--- src/rtl/dco_pkg.sv ---
// Shared types, default parameter values and the saturating clamp used by the
// DCO code controller.
package dco_pkg;

    typedef enum logic [1:0] {
        IDLE = 2'd0,
        SLEW = 2'd1,
        LOCK = 2'd2,
        HOLD = 2'd3
    } dco_state_e;

    localparam int DCO_N_CELLS_DEF  = 129;
    localparam int DCO_INT_W_DEF    = 8;
    localparam int DCO_FRAC_W_DEF   = 4;
    localparam int DCO_SLEW_MAX_DEF = 8;

    function automatic int unsigned dco_clamp(input int unsigned val, input int unsigned max_val);
        return (val > max_val) ? max_val : val;
    endfunction

endpackage

--- src/rtl/dco_therm_enc.sv ---
// Binary-to-thermometer encoder: bit i of code_o is set exactly when i < level_i.
module dco_therm_enc
    import dco_pkg::*;
#(
    parameter int N_CELLS = DCO_N_CELLS_DEF,
    parameter int INT_W   = DCO_INT_W_DEF
) (
    input  logic [INT_W-1:0]   level_i,
    output logic [N_CELLS-1:0] code_o
);

    always_comb begin
        for (int i = 0; i < N_CELLS; i++) begin
            code_o[i] = (i < int'(level_i));
        end
    end

endmodule

--- src/rtl/dco_code_ctrl.sv ---
// DCO code controller: slew-limited move of a thermometer cell code toward an accepted
// tune word, with hold freeze. Define DCO_DITHER_EN to add first-order fractional dither.
module dco_code_ctrl
    import dco_pkg::*;
#(
    parameter int N_CELLS  = DCO_N_CELLS_DEF,
    parameter int INT_W    = DCO_INT_W_DEF,
    parameter int FRAC_W   = DCO_FRAC_W_DEF,
    parameter int SLEW_MAX = DCO_SLEW_MAX_DEF
) (
    input  logic               clk,
    input  logic               rst,
    input  logic [INT_W-1:0]   tune_int,
    input  logic [FRAC_W-1:0]  tune_frac,
    input  logic               tune_valid,
    output logic               tune_ready,
    input  logic               hold,
    output logic [N_CELLS-1:0] code,
    output logic [INT_W-1:0]   level,
    output logic               settled
);

    localparam logic [INT_W-1:0] SLEW_MAX_C = INT_W'(SLEW_MAX);

    dco_state_e         state_q, state_d, prior_q, prior_d;
    logic [INT_W-1:0]   tgt_int_q, tgt_int_d;
    logic [INT_W-1:0]   level_q, level_d;
    logic [N_CELLS-1:0] code_q, code_d;
    logic               settled_q, ready_q;

    logic               accept_c, load_c, new_tgt_c, up_c;
    logic [INT_W-1:0]   in_int_c, diff_c, step_c, slew_lvl_c, lock_lvl_c;

`ifdef DCO_DITHER_EN
    localparam logic [INT_W-1:0] N_CELLS_C = INT_W'(N_CELLS);
    localparam logic [INT_W-1:0] ONE_C     = INT_W'(1);

    logic [FRAC_W-1:0]  tgt_frac_q, tgt_frac_d, acc_q, acc_d, in_frac_c;
    logic [FRAC_W:0]    acc_sum_c;
`else
    logic               frac_unused;
    assign frac_unused = ^tune_frac;
`endif

    always_comb begin
        // hold wins over a simultaneous tune_valid
        accept_c = tune_valid && ready_q && !hold;
        in_int_c = INT_W'(dco_clamp(32'(tune_int), 32'(N_CELLS)));

        up_c       = (tgt_int_q >= level_q);
        diff_c     = up_c ? (tgt_int_q - level_q) : (level_q - tgt_int_q);
        step_c     = (diff_c > SLEW_MAX_C) ? SLEW_MAX_C : diff_c;
        slew_lvl_c = up_c ? (level_q + step_c) : (level_q - step_c);

`ifdef DCO_DITHER_EN
        in_frac_c  = (in_int_c != tune_int) ? '0 : tune_frac;
        new_tgt_c  = (in_int_c != tgt_int_q) || (in_frac_c != tgt_frac_q);
        acc_sum_c  = {1'b0, acc_q} + {1'b0, tgt_frac_q};
        lock_lvl_c = (acc_sum_c[FRAC_W] && (tgt_int_q != N_CELLS_C)) ? (tgt_int_q + ONE_C) : tgt_int_q;
        tgt_frac_d = tgt_frac_q;
        acc_d      = acc_q;
`else
        new_tgt_c  = (in_int_c != tgt_int_q);
        lock_lvl_c = tgt_int_q;
`endif

        state_d   = state_q;
        prior_d   = prior_q;
        tgt_int_d = tgt_int_q;
        level_d   = level_q;
        load_c    = 1'b0;

        if (hold) begin
            if (state_q != HOLD) begin
                prior_d = state_q;
                state_d = HOLD;
            end
        end else begin
            case (state_q)
                IDLE: load_c = accept_c;
                SLEW: begin
                    level_d = slew_lvl_c;
                    if (slew_lvl_c == tgt_int_q) begin
                        state_d = LOCK;
                    end
                end
                LOCK: begin
                    if (accept_c && new_tgt_c) begin
                        load_c = 1'b1;
                    end else begin
                        level_d = lock_lvl_c;
`ifdef DCO_DITHER_EN
                        acc_d   = acc_sum_c[FRAC_W-1:0];
`endif
                    end
                end
                HOLD:    state_d = prior_q;
                default: state_d = IDLE;
            endcase
        end

        // a new target restarts the slew from the current level
        if (load_c) begin
            tgt_int_d = in_int_c;
            state_d   = SLEW;
`ifdef DCO_DITHER_EN
            tgt_frac_d = in_frac_c;
            acc_d      = '0;
`endif
        end
    end

    dco_therm_enc #(
        .N_CELLS (N_CELLS),
        .INT_W   (INT_W)
    ) u_therm (
        .level_i (level_d),
        .code_o  (code_d)
    );

    always_ff @(posedge clk or negedge rst) begin
        if (!rst) begin
            state_q    <= IDLE;
            prior_q    <= IDLE;
            tgt_int_q  <= '0;
            level_q    <= '0;
            code_q     <= '0;
            settled_q  <= 1'b0;
            ready_q    <= 1'b0;
`ifdef DCO_DITHER_EN
            tgt_frac_q <= '0;
            acc_q      <= '0;
`endif
        end else begin
            state_q    <= state_d;
            prior_q    <= prior_d;
            tgt_int_q  <= tgt_int_d;
            level_q    <= level_d;
            code_q     <= code_d;
            settled_q  <= (state_d == LOCK);
            ready_q    <= (state_d == IDLE) || (state_d == LOCK);
`ifdef DCO_DITHER_EN
            tgt_frac_q <= tgt_frac_d;
            acc_q      <= acc_d;
`endif
        end
    end

    assign code       = code_q;
    assign level      = level_q;
    assign settled    = settled_q;
    assign tune_ready = ready_q;

endmodule

--- config.mk ---
export PLATFORM = sky130hd
export DESIGN_NAME = dco_code_ctrl
export DESIGN_NICKNAME = d
export VERILOG_FILES = /design/src/rtl/dco_pkg.sv /design/src/rtl/dco_therm_enc.sv /design/src/rtl/dco_code_ctrl.sv
export SDC_FILE = /design/constraint.sdc
export NUM_CORES = 1
export LEC_CHECK = 0
export ABC_AREA = 1
export CAP_MARGIN = 40
export CELL_PAD_IN_SITES_DETAIL_PLACEMENT = 0
export CELL_PAD_IN_SITES_GLOBAL_PLACEMENT = 1
export CORE_ASPECT_RATIO = 1.4
export CORE_UTILIZATION = 41
export DETAILED_ROUTE_END_ITERATION = 16
export PLACE_DENSITY = 0.95
export SLEW_MARGIN = 20
export SYNTH_ARGS = -nofsm -noshare
export SYNTH_HDL_FRONTEND = slang
export SYNTH_SLANG_ARGS = --single-unit
--- constraint.sdc ---
create_clock -name clk -period 8.5 [get_ports clk]
set_input_delay 1.7 -clock clk [delete_from_list [all_inputs] [get_ports clk]]
set_output_delay 1.7 -clock clk [all_outputs]
set_load 0.02 [all_outputs]
* Yosys cells after proc, flatten, opt, wreduce, memory -nomap -nowiden *
Index checks and enable logic that the tools add are counted.
W data, S select, Z words.

cells by class
  add/sub/neg operators = 4
  $mul = 0
  divide/modulo/power cells = 0
  $lt $le $gt $ge = 132
  equal/unequal tests = 7
  shift-type cells = 0
  multiplexer cells = 15
  bitwise logic cells = 0
  reduce and logical (&&, ||, !) cells = 8

operator list
  operator              number
  $lt A7 B8 Y1 const A  64
  $lt A6 B8 Y1 const A  32
  $lt A5 B8 Y1 const A  16
  $lt A4 B8 Y1 const A  8
  $mux W8               6
  $lt A3 B8 Y1 const A  4
  $sub A8 B8 Y8         3
  $lt A1 B8 Y1 const A  2
  $lt A2 B8 Y1 const A  2
  $pmux W8 S2           1
  $add A8 B8 Y8         1
  $eq A8 B8 Y1          1
  $ge A8 B8 Y1          1
  $gt A8 B4 Y1 const B  1
  $gt A8 B8 Y1 const B  1
  $lt A8 B8 Y1 const A  1
  $mux W2               4
  $ne A8 B8 Y1          1
  $eq A2 B2 Y1 const B  3
  $logic_not A2 Y1      2
  $pmux W2 S2           1
  $logic_and A1 B1 Y1   3
  $eq A2 B1 Y1 const B  1
  $mux W1               2
  other kinds (5)       5

storage, ports and cells
  register bits = 151
  latch bits = 0
  RAM bits = 0
  memory bits (read-only) = 0
  input port bits = 16
  output and inout port bits = 139
  logic and storage cells = 173
  memories = 0

* Logic depth before layout (Yosys ltp) *
Gate-level depths: netlist of the first run.

  depth after elaboration = 13
  depth in mapped cells = 39
  depth with buffers taken out = 38

* Cells and area by module *
From an unflattened synthesis of the first run, not the netlist that was laid out.

second synthesis, totals
  cell total of the unflattened synthesis = 784
  area total of the unflattened synthesis = 6995.5 um^2

by module, submodules not included
  module         instances  cells each  area each (um^2)  seq. area each (um^2)
  dco_code_ctrl  1          544         5916.9            3778.6
  dco_therm_enc  1          240         1078.5            0.0

* Worst setup path after synthesis of the first run *
Ideal clock, no wire load.

  kind = reg-to-reg
  start = register level_q[1], in the netlist level[1]
  end = register code_q[98], in the netlist code[98]
  setup time = 113 ps
  arrival time = 4802 ps
  data required time = 8387 ps
  setup slack = 3584 ps
  cell stages (with the launch flop) = 35
  buffers on the path = 1
  clock period less this slack = 4916 ps
  cells stage by stage = dfrtp_1 inv_1 fa_1 nand3_1 nand3_2 a21oi_2 nand2_1 nand2_1 inv_1 nor2_2 nand3_1 nor2_1 inv_1 ha_1 nand2_1 o21ai_0 inv_1 fa_1 o21ai_0 nand2_1 nand2_1 a21oi_1 xnor2_1 nand2_1 nand2_1 inv_1 nand2_1 o21ai_4 inv_1 nand2_2 nor2_4 buf_6 nand2_1 nand2_1 inv_1

between the ends
  cells in the longest elaborated chain, start to end = 9
  elaborated cells on any way between the ends = 13
  classes of those cells = add/sub (4); order compare (3); mux (6)

RTL lines
  what                                            RTL line                                  text
  from (decl)                                     dco_code_ctrl.sv:27                       logic [INT_W-1:0] level_q, level_d;
  from (signal assigned)                          dco_code_ctrl.sv:138                      level_q <= level_d;
  $sub A8 B8 Y8 or $ge A8 B8 Y1 (tied branches)   dco_code_ctrl.sv:51, dco_code_ctrl.sv:50
  $mux W8                                         dco_code_ctrl.sv:51                       diff_c = up_c ? (tgt_int_q - level_q) : (level_q - tgt_int_q);
  $gt A8 B4 Y1                                    dco_code_ctrl.sv:52                       step_c = (diff_c > SLEW_MAX_C) ? SLEW_MAX_C : diff_c;
  $mux W8                                         dco_code_ctrl.sv:52
  $sub A8 B8 Y8 or $add A8 B8 Y8 (tied branches)  dco_code_ctrl.sv:53                       slew_lvl_c = up_c ? (level_q + step_c) : (level_q - step_c);
  $mux W8 (*)                                     dco_code_ctrl.sv:53
  $pmux W8 S2 (*)                                 dco_code_ctrl.sv:79                       case (state_q)
  $mux W8 (*)                                     dco_code_ctrl.sv:73                       if (hold) begin
  net level_d[6]                                  dco_code_ctrl.sv:27
  $lt A7 B8 Y1 (*)                                dco_therm_enc.sv:14                       code_o[i] = (i < int'(level_i));
  net code_d[98]                                  dco_code_ctrl.sv:28                       logic [N_CELLS-1:0] code_q, code_d;
  to (signal assigned)                            dco_code_ctrl.sv:139                      code_q <= code_d;
  to (decl)                                       dco_code_ctrl.sv:28

The timed path passes the listed nets; every way through them passes the cells marked *.
A chain may end at the register's enable or synchronous reset.

* Final worst setup path of the first run *
  start = register level_q[1], in the netlist level[1]
  end = register code_q[85], in the netlist code[85]

between the ends
  cells in the longest elaborated chain, start to end = 9
  elaborated cells on any way between the ends = 13
  classes of those cells = add/sub (4); order compare (3); mux (6)

RTL lines
  what                                            RTL line
  $sub A8 B8 Y8 or $ge A8 B8 Y1 (tied branches)   dco_code_ctrl.sv:51, dco_code_ctrl.sv:50
  $mux W8                                         dco_code_ctrl.sv:51
  $gt A8 B4 Y1                                    dco_code_ctrl.sv:52
  $mux W8                                         dco_code_ctrl.sv:52
  $sub A8 B8 Y8 or $add A8 B8 Y8 (tied branches)  dco_code_ctrl.sv:53
  $mux W8                                         dco_code_ctrl.sv:53
  $pmux W8 S2                                     dco_code_ctrl.sv:79
  $mux W8 (*)                                     dco_code_ctrl.sv:73
  $lt A7 B8 Y1 (*)                                dco_therm_enc.sv:14
  net code_d[85]                                  dco_code_ctrl.sv:28

Marks and branches as above.

==> impl_metrics.tcl, run 1 <==
set metrics [dict create \
    grt_use_total 0.2354 \
    cts_setup_buffers 0 \
    synthesis.area_um2 7121 \
    n_antenna_cell 0 \
    grt_start_max_net_pins 68 \
    root_buffer "sky130_fd_sc_hd__clkbuf_16" \
    cts-buffers-inserted 17 \
    avgSynthCellArea_um2 8.845 \
    global_route.overflow_total 0 \
    std_cell_rows 56 \
    critical_path_buf_inv_count 8 \
    buffer_ports.inserted 150 \
    cts_tree "built" \
    crit_type "flip-flop to flip-flop" \
    post-route-drc-count 0 \
    clk_pin_slew_ns 0.07 \
    final.setup.tns_ns 0 \
    ctsLongestPathBuffers 2 \
    worstPathMaxFanout 21 \
    synthesis.instances 805 \
    synth_cell_type_count 37 \
    final-max-slew-violation-count 0 \
    postCtsHoldBufs 0 \
    floorplan.die.width_um 113.4 \
    core_area_um2 16890 \
    design.die.area_um2 17910 \
    layout.cells.most_common "sky130_fd_sc_hd__nand2_1" \
    h-tree-depth 4 \
    place_inst 1168 \
    dieHeight_um 157.9 \
    wl_um 20240 \
    finalClockSkew_ns 0.01235 \
    timing.rr.start "level[1]$_DFF_PN0_" \
    detailedPlace.worstSlack_ns 2.166 \
    timing.critical_path.to_type "flip-flop" \
    antenna_violations_before_repair 0 \
    io_pins 155 \
    seq_area_frac_synth 0.5271 \
    sinks_on_clock_net 150 \
    crit_family "compound AO/OA/AOI/OAI gates" \
    max_freq_ghz 0.1560 \
    first_pass_iters 4 \
    timing.final.crit_share 0.7540 \
    viasPerCell 4.922 \
    routabilityCongestion 0.9094 \
    max-slew-margin-rel 0.4389 \
    postSynthRegisterBits 150 \
    starting_density 0.4217 \
    syn_nets 852 \
    synthesis_warnings 0 \
    layout_cells_sized_above_1 0.08359 \
    crit_slowest_cell "sky130_fd_sc_hd__dfrtp_1" \
    min_period_ns 6.409 \
    final_hold_slack_ns 0.4900 \
    worst-endpoint-required_ns 8.83 \
    max-cap-violations 0 \
    drtIter0Drc 264 \
    synthToLayoutAreaGrowth_pct 31.58 \
    hold_path.startpoint "prior_q[1]$_DFFE_PN0P_" \
    postLayoutSetupSlackWorst_ns 2.091 \
    min_path_type "flip-flop to flip-flop" \
    fillerInstances 1471 \
    worstSetupStartpointType "flip-flop" \
    worst-slew-pin-transition_ns 0.8416 \
    setup_repair_after_global_routing_missed_its_margin "no" \
    insertion_delay_ns 0.42 \
    status "complete, no violations" \
    path_common_cell "sky130_fd_sc_hd__inv_1" \
    dp_hpwl_um 14700 \
    fin_cells 1201 \
    first_global_vias 5974 \
    slowest_cell_delay_on_critical_path_ns 0.59 \
    arrival_ns 6.73 \
    wl_per_cell_um 16.85 \
    grt_first_pass_wirelength_um 31460 \
    final_setup_violating_endpoints 0 \
    detailroute.via_count 5911 \
    drt.antenna.violating_nets 0 \
    post_cts_resize_count 0 \
    cp-startpoint "level[1]$_DFF_PN0_" \
    leading_cell_types_in_the_layout_fill_and_taps_excluded "196 x sky130_fd_sc_hd__nand2_1, 150 x sky130_fd_sc_hd__dfrtp_1, 149 x sky130_fd_sc_hd__clkdlybuf4s50_1" \
    design.final.nets 1003 \
    hold_violations 0 \
]
final timing paths:
check,to,slack (ns),cells after the start
min in group asynchronous,code[109]$_DFF_PN0_,1.27,1
max,code[85]$_DFF_PN0_,2.09,29
min,prior_q[1]$_DFFE_PN0P_,0.49,2
min reg2reg,prior_q[1]$_DFFE_PN0P_,0.49,2
max in group asynchronous,code[128]$_DFF_PN0_,6.12,3
max reg2reg,code[85]$_DFF_PN0_,2.09,29
layout make-up:
cell class                 instances  area, µm²  area share
inverter                         130      488.0     0.05208
clock inverter                    13      115.1     0.01229
tap                              232      290.3     0.03098
sequential                       150       3754      0.4006
multi-input combinational        501       2711      0.2894
timing repair buffer             156       1568      0.1673
clock buffer                      19      442.9     0.04728
synthesized netlist by cell type, drive strengths merged:
| master | n | area [µm²] |
|---|---|---|
| o22ai | 1 | 6.260 |
| a21oi | 43 | 237.7 |
| o211ai | 2 | 20.02 |
| nand4 | 10 | 77.57 |
| dfrtp | 150 | 3754 |
| xnor2 | 4 | 35.03 |
| nor3 | 2 | 10.01 |
| o21ai | 105 | 559.3 |
| a211oi | 3 | 22.52 |
| nand2 | 205 | 797.0 |
| clkbuf | 5 | 21.27 |
| ha | 28 | 350.3 |
| a31oi | 2 | 12.51 |
| nand3 | 36 | 200.2 |
| nor2 | 41 | 188.9 |
| xor2 | 13 | 113.9 |
| inv | 130 | 488.0 |
| or2 | 2 | 12.51 |
| o21bai | 1 | 7.510 |
| fa | 3 | 60.06 |
| buf | 19 | 146.4 |
layer usage:
metal | vias to the layer above | track usage | routed length [µm]
met5 | - | 0 | 0
met3 | 42 | 0.07963 | 1564
met4 | 0 | 0.1015 | 677
met2 | 187 | 0.4327 | 10690
met1 | 2839 | 0.2420 | 7309
li1 | 2843 | - | -
worst register-to-register path: cells and delay by family (launching register included):
family | cells | cell delay [ns]
compound gates | 7 | 1.92
buf+inv | 8 | 1.32
fa+ha+maj | 3 | 1.22
simple gates | 10 | 1.11
flops | 1 | 0.59
xor+xnor | 1 | 0.16
sequential cells by signal, indices dropped and copies added, names as in the netlist:
register / cells
lock_lvl_c: 8
code: 129
settled: 1
state_q: 2
tune_ready: 1
level: 7
prior_q: 2
cells by family (layout without fill, tap and decap cells):
logic type,count (synthesis),count (layout),synth area share
adders and majority gates,31,31,0.05764
xor gates and xnor gates,17,17,0.02091
and+or+nand+nor,296,296,0.1806
DFF,150,150,0.5271
AOI/OAI and AO/OA,157,157,0.1216
buffers and inverters,154,318,0.09208
per-stage QoR:
step             util  area [µm²]
2_1_floorplan       -        7121
3_3_place_gp   0.5193        8768
3_5_place_dp   0.5213        8803
4_1_cts        0.5544        9361
5_1_grt        0.5548        9369
6_report       0.5548        9369
Power of run 1 is not shown: default switching activity piles up to over one toggle a cycle in this logic, so the estimate is an artifact.
==> run 2: changes to the inputs <==
CORE_UTILIZATION = 38   (was 41)
PLACE_DENSITY = 0.91   (was 0.95)
clock period = 6.6 ns   (was 8.5 ns; I/O delays follow)
==> impl_metrics.tcl, run 2 (same netlist as run 1, synthesis figures left out) <==
set metrics [dict create \
    first_pass_iters 5 \
    final_setup_violating_endpoints 0 \
    buffer_ports.inserted 150 \
    design.final.nets 1009 \
    global_route.overflow_total 0 \
    layout.cells.most_common "sky130_fd_sc_hd__nand2_1" \
    timing.critical_path.to_type "flip-flop" \
    root_buffer "sky130_fd_sc_hd__clkbuf_16" \
    insertion_delay_ns 0.42 \
    grt_use_total 0.2149 \
    detailedPlace.worstSlack_ns 0.6549 \
    drtIter0Drc 330 \
    layout_cells_sized_above_1 0.09128 \
    fillerInstances 1687 \
    clk_pin_slew_ns 0.07 \
    h-tree-depth 4 \
    max-cap-violations 0 \
    finalClockSkew_ns 0.01083 \
    cts_setup_buffers 0 \
    io_pins 155 \
    post-route-drc-count 0 \
    path_common_cell "sky130_fd_sc_hd__nand2_1" \
    dp_hpwl_um 15020 \
    multiInputGateArea_um2 2715 \
    design.die.area_um2 19300 \
    slowest_cell_delay_on_critical_path_ns 0.54 \
    starting_density 0.3925 \
    crit_type "flip-flop to flip-flop" \
    global_route.usage.met3 0.05729 \
    synthToLayoutAreaGrowth_pct 32.53 \
    worst-endpoint-required_ns 6.91 \
    final-max-slew-violation-count 0 \
    peak_usage_layer_in_the_global_routing_report "met2" \
    postCtsHoldBufs 0 \
    largest_register_ff_count 129 \
    cts_tree "built" \
    cts-buffers-inserted 17 \
    max_freq_ghz 0.1702 \
    routabilityCongestion 0.8897 \
    grt_first_pass_wirelength_um 31440 \
    n_antenna_cell 0 \
    status "complete, no violations" \
    min_period_ns 5.874 \
    hold_violations 0 \
    drt.antenna.violating_nets 0 \
    floorplan.die.width_um 117.7 \
    worstPathMaxFanout 15 \
    crit_slowest_cell "sky130_fd_sc_hd__dfrtp_1" \
    setup_repair_after_global_routing_missed_its_margin "no" \
    use_met2 0.3992 \
    dieHeight_um 164.0 \
    wl_per_cell_um 16.70 \
    ctsLongestPathBuffers 2 \
    arrival_ns 6.19 \
    final.setup.tns_ns 0 \
    worst-slew-pin-transition_ns 0.7987 \
    worstSetupStartpointType "flip-flop" \
    postLayoutSetupSlackWorst_ns 0.7263 \
    final_hold_slack_ns 0.4999 \
    seq_area_um2 3754 \
    antenna_violations_before_repair 0 \
    leading_cell_types_in_the_layout_fill_and_taps_excluded "196 x sky130_fd_sc_hd__nand2_1, 150 x sky130_fd_sc_hd__dfrtp_1, 149 x sky130_fd_sc_hd__clkdlybuf4s50_1" \
    grt_start_max_net_pins 78 \
    std_cell_rows 58 \
    first_global_vias 5850 \
    viasPerCell 4.829 \
    detailroute.via_count 5867 \
    post_cts_resize_count 0 \
    core_area_um2 18140 \
    timing.final.crit_share 0.8900 \
    min_path_type "flip-flop to flip-flop" \
    wl_um 20290 \
    sinks_on_clock_net 150 \
    grt.met1_usage 0.2251 \
    max-slew-margin-rel 0.4639 \
]
[run 2: worst paths after layout]
check,start,to,slack [ns],cells past startpoint
worst max-delay path,level[1]$_DFF_PN0_,code[103]$_DFF_PN0_,0.73,33
worst min-delay path,prior_q[0]$_DFFE_PN0P_,prior_q[0]$_DFFE_PN0P_,0.50,2
worst max register to register,level[1]$_DFF_PN0_,code[103]$_DFF_PN0_,0.73,33
worst min register to register,prior_q[0]$_DFFE_PN0P_,prior_q[0]$_DFFE_PN0P_,0.50,2
max in group asynchronous,rst,code[124]$_DFF_PN0_,4.61,3
min in group asynchronous,rst,code[108]$_DFF_PN0_,0.91,1
[run 2: layer usage]
metal  up-vias  share of wire  wire [µm]
met3        36          0.068       1381
li1       2846              -          -
met2       182           0.53      10760
met4         0          0.029        593
met5         -              0          0
met1      2803           0.37       7551
[run 2: cell type report]
type,instances,share of cell area
clock buffer,17,0.04508
timing repair buffer,162,0.1709
multi-input combinational,501,0.2877
clock inverter,15,0.01498
sequential,150,0.3978
tap,240,0.03182
inverter,130,0.05171
[run 2: worst max-delay path, delay by kind of cell, from the launching register on]
kind	cells	cell delay, ns
simple gates	19	2.44
xor+xnor	1	0.25
flops	1	0.54
fa+ha+maj	3	1.23
compound gates	4	0.63
buf+inv	6	0.65
[run 2: per-stage QoR]
step | cell area [µm²] | cells | util
floorplan | 7121 | 805 | -
global placement | 8831 | 1181 | 0.4868
detailed placement | 8866 | 1183 | 0.4887
CTS | 9433 | 1215 | 0.5199
global route | 9437 | 1215 | 0.5201
finish | 9437 | 1215 | 0.5201
Power of run 2 is left out for the same reason.
==> run 3: changes to the inputs <==
CORE_MARGIN = 2   (was unset)
CTS_CLUSTER_SIZE = 25   (was unset)
==> impl_metrics.tcl, run 3 (same netlist as run 1, synthesis figures left out) <==
set metrics [dict create \
    status "complete, no violations" \
    layout_cells_sized_above_1 0.08932 \
    cts_tree "built" \
    routabilityCongestion 0.9404 \
    timing.final.crit_share 0.8856 \
    cts_setup_buffers 0 \
    dieHeight_um 166.0 \
    layout.cells.most_common "sky130_fd_sc_hd__nand2_1" \
    path_common_cell "sky130_fd_sc_hd__nand2_1" \
    n_antenna_cell 0 \
    arrival_ns 6.14 \
    dp_hpwl_um 15110 \
    design.final.nets 1008 \
    drt.antenna.violating_nets 0 \
    core_area_um2 18460 \
    worstPathMaxFanout 24 \
    grt_start_max_net_pins 85 \
    final.setup.tns_ns 0 \
    setup_repair_after_global_routing_missed_its_margin "no" \
    max-slew-margin-rel 0.4480 \
    timing.critical_path.to_type "flip-flop" \
    wl_per_cell_um 16.99 \
    worst-r2r-setup-slack_ns 0.76 \
    largest_register_ff_count 129 \
    first_global_vias 6008 \
    crit_slowest_cell "sky130_fd_sc_hd__dfrtp_1" \
    viasPerCell 4.808 \
    final_core_util 0.5111 \
    detailroute.via_count 5856 \
    cts-buffers-inserted 17 \
    clk_pin_slew_ns 0.07 \
    insertion_delay_ns 0.42 \
    wl_um 20700 \
    h-tree-depth 4 \
    antenna_violations_before_repair 0 \
    global_route.overflow_total 0 \
    final-max-slew-violation-count 0 \
    worstSetupStartpointType "flip-flop" \
    sinks_on_clock_net 150 \
    worst-slew-pin-transition_ns 0.8250 \
    grt_use_total 0.2110 \
    post-route-drc-count 0 \
    io_pins 155 \
    synthToLayoutAreaGrowth_pct 32.47 \
    std_cell_rows 59 \
    final_setup_violating_endpoints 0 \
    drtIter0Drc 244 \
    ctsLongestPathBuffers 2 \
    buffer_ports.inserted 150 \
    fillerInstances 1705 \
    crit_type "flip-flop to flip-flop" \
    hold_violations 0 \
    min_period_ns 5.845 \
    design.die.area_um2 19860 \
    floorplan.die.width_um 119.7 \
    slowest_cell_delay_on_critical_path_ns 0.54 \
    max_freq_ghz 0.1711 \
    max-cap-violations 0 \
    postCtsHoldBufs 0 \
    starting_density 0.3858 \
    finalClockSkew_ns 0.01267 \
    root_buffer "sky130_fd_sc_hd__clkbuf_16" \
    grt_first_pass_wirelength_um 32280 \
    leading_cell_types_in_the_layout_fill_and_taps_excluded "196 x sky130_fd_sc_hd__nand2_1, 150 x sky130_fd_sc_hd__dfrtp_1, 149 x sky130_fd_sc_hd__clkdlybuf4s50_1" \
    min_path_type "flip-flop to flip-flop" \
    first_pass_iters 5 \
    worst-endpoint-required_ns 6.90 \
    post_cts_resize_count 0 \
]
==> run 3: cell types whose count changed in the layout (fill, tap and decap cells not counted), sizes merged <==
cell	delta
clkinvlp	-1
bufinv	-1
clkinv	-1
clkbuf	+1
buf	-1
inv	+2
==> run 3: routing by layer <==
metal	global-route usage	wire length, µm	up-vias
li1	-	-	2852
met1	0.2211	7472	2786
met2	0.3871	11140	178
met3	0.06628	1432	40
met4	0.08440	654	0
met5	0	0	-
==> run 3: path summary, 6_finish.rpt <==
path	from	cells after the start	end
max	level[1]$_DFF_PN0_	32	code[39]$_DFF_PN0_
min	prior_q[0]$_DFFE_PN0P_	2	prior_q[0]$_DFFE_PN0P_
max reg2reg	level[1]$_DFF_PN0_	32	code[39]$_DFF_PN0_
min reg2reg	prior_q[0]$_DFFE_PN0P_	2	prior_q[0]$_DFFE_PN0P_
max in group asynchronous	rst	3	code[65]$_DFF_PN0_
min in group asynchronous	rst	1	code[108]$_DFF_PN0_
==> run 3: stage by stage <==
stage	hold WS, ns	setup slack (ns)	instances	area, µm²
after floorplan	0.4533	1.684	805	7121
final	0.4935	0.7553	1218	9433
after global routing	0.5401	0.2573	1218	9433
after detailed placement	0.4801	0.7925	1184	8828
after CTS	0.4989	0.7572	1216	9398
after global placement	0.4697	0.8199	1183	8821
==> run 3: area by class of cell <==
| type | count | area, µm² | share of cell area |
|---|---|---|---|
| Inverter | 130 | 488.0 | 0.05173 |
| Sequential cell | 150 | 3754 | 0.3979 |
| Multi-Input combinational cell | 501 | 2711 | 0.2874 |
| Timing Repair Buffer | 161 | 1605 | 0.1702 |
| Clock buffer | 18 | 439.2 | 0.04656 |
| Tap cell | 244 | 305.3 | 0.03237 |
| Clock inverter | 14 | 130.1 | 0.01379 |
==> run 3: worst max-delay path, delay by kind of cell, from the launching register on <==
family	cells	cell delay (ns)
AND/OR/NAND/NOR	20	2.89
buffers and inverters	5	0.59
adder cells (fa/ha/maj)	3	1.03
flip-flops	1	0.54
AO/OA/AOI/OAI	3	0.55
XOR/XNOR	1	0.14
Power of run 3 is left out for the same reason.
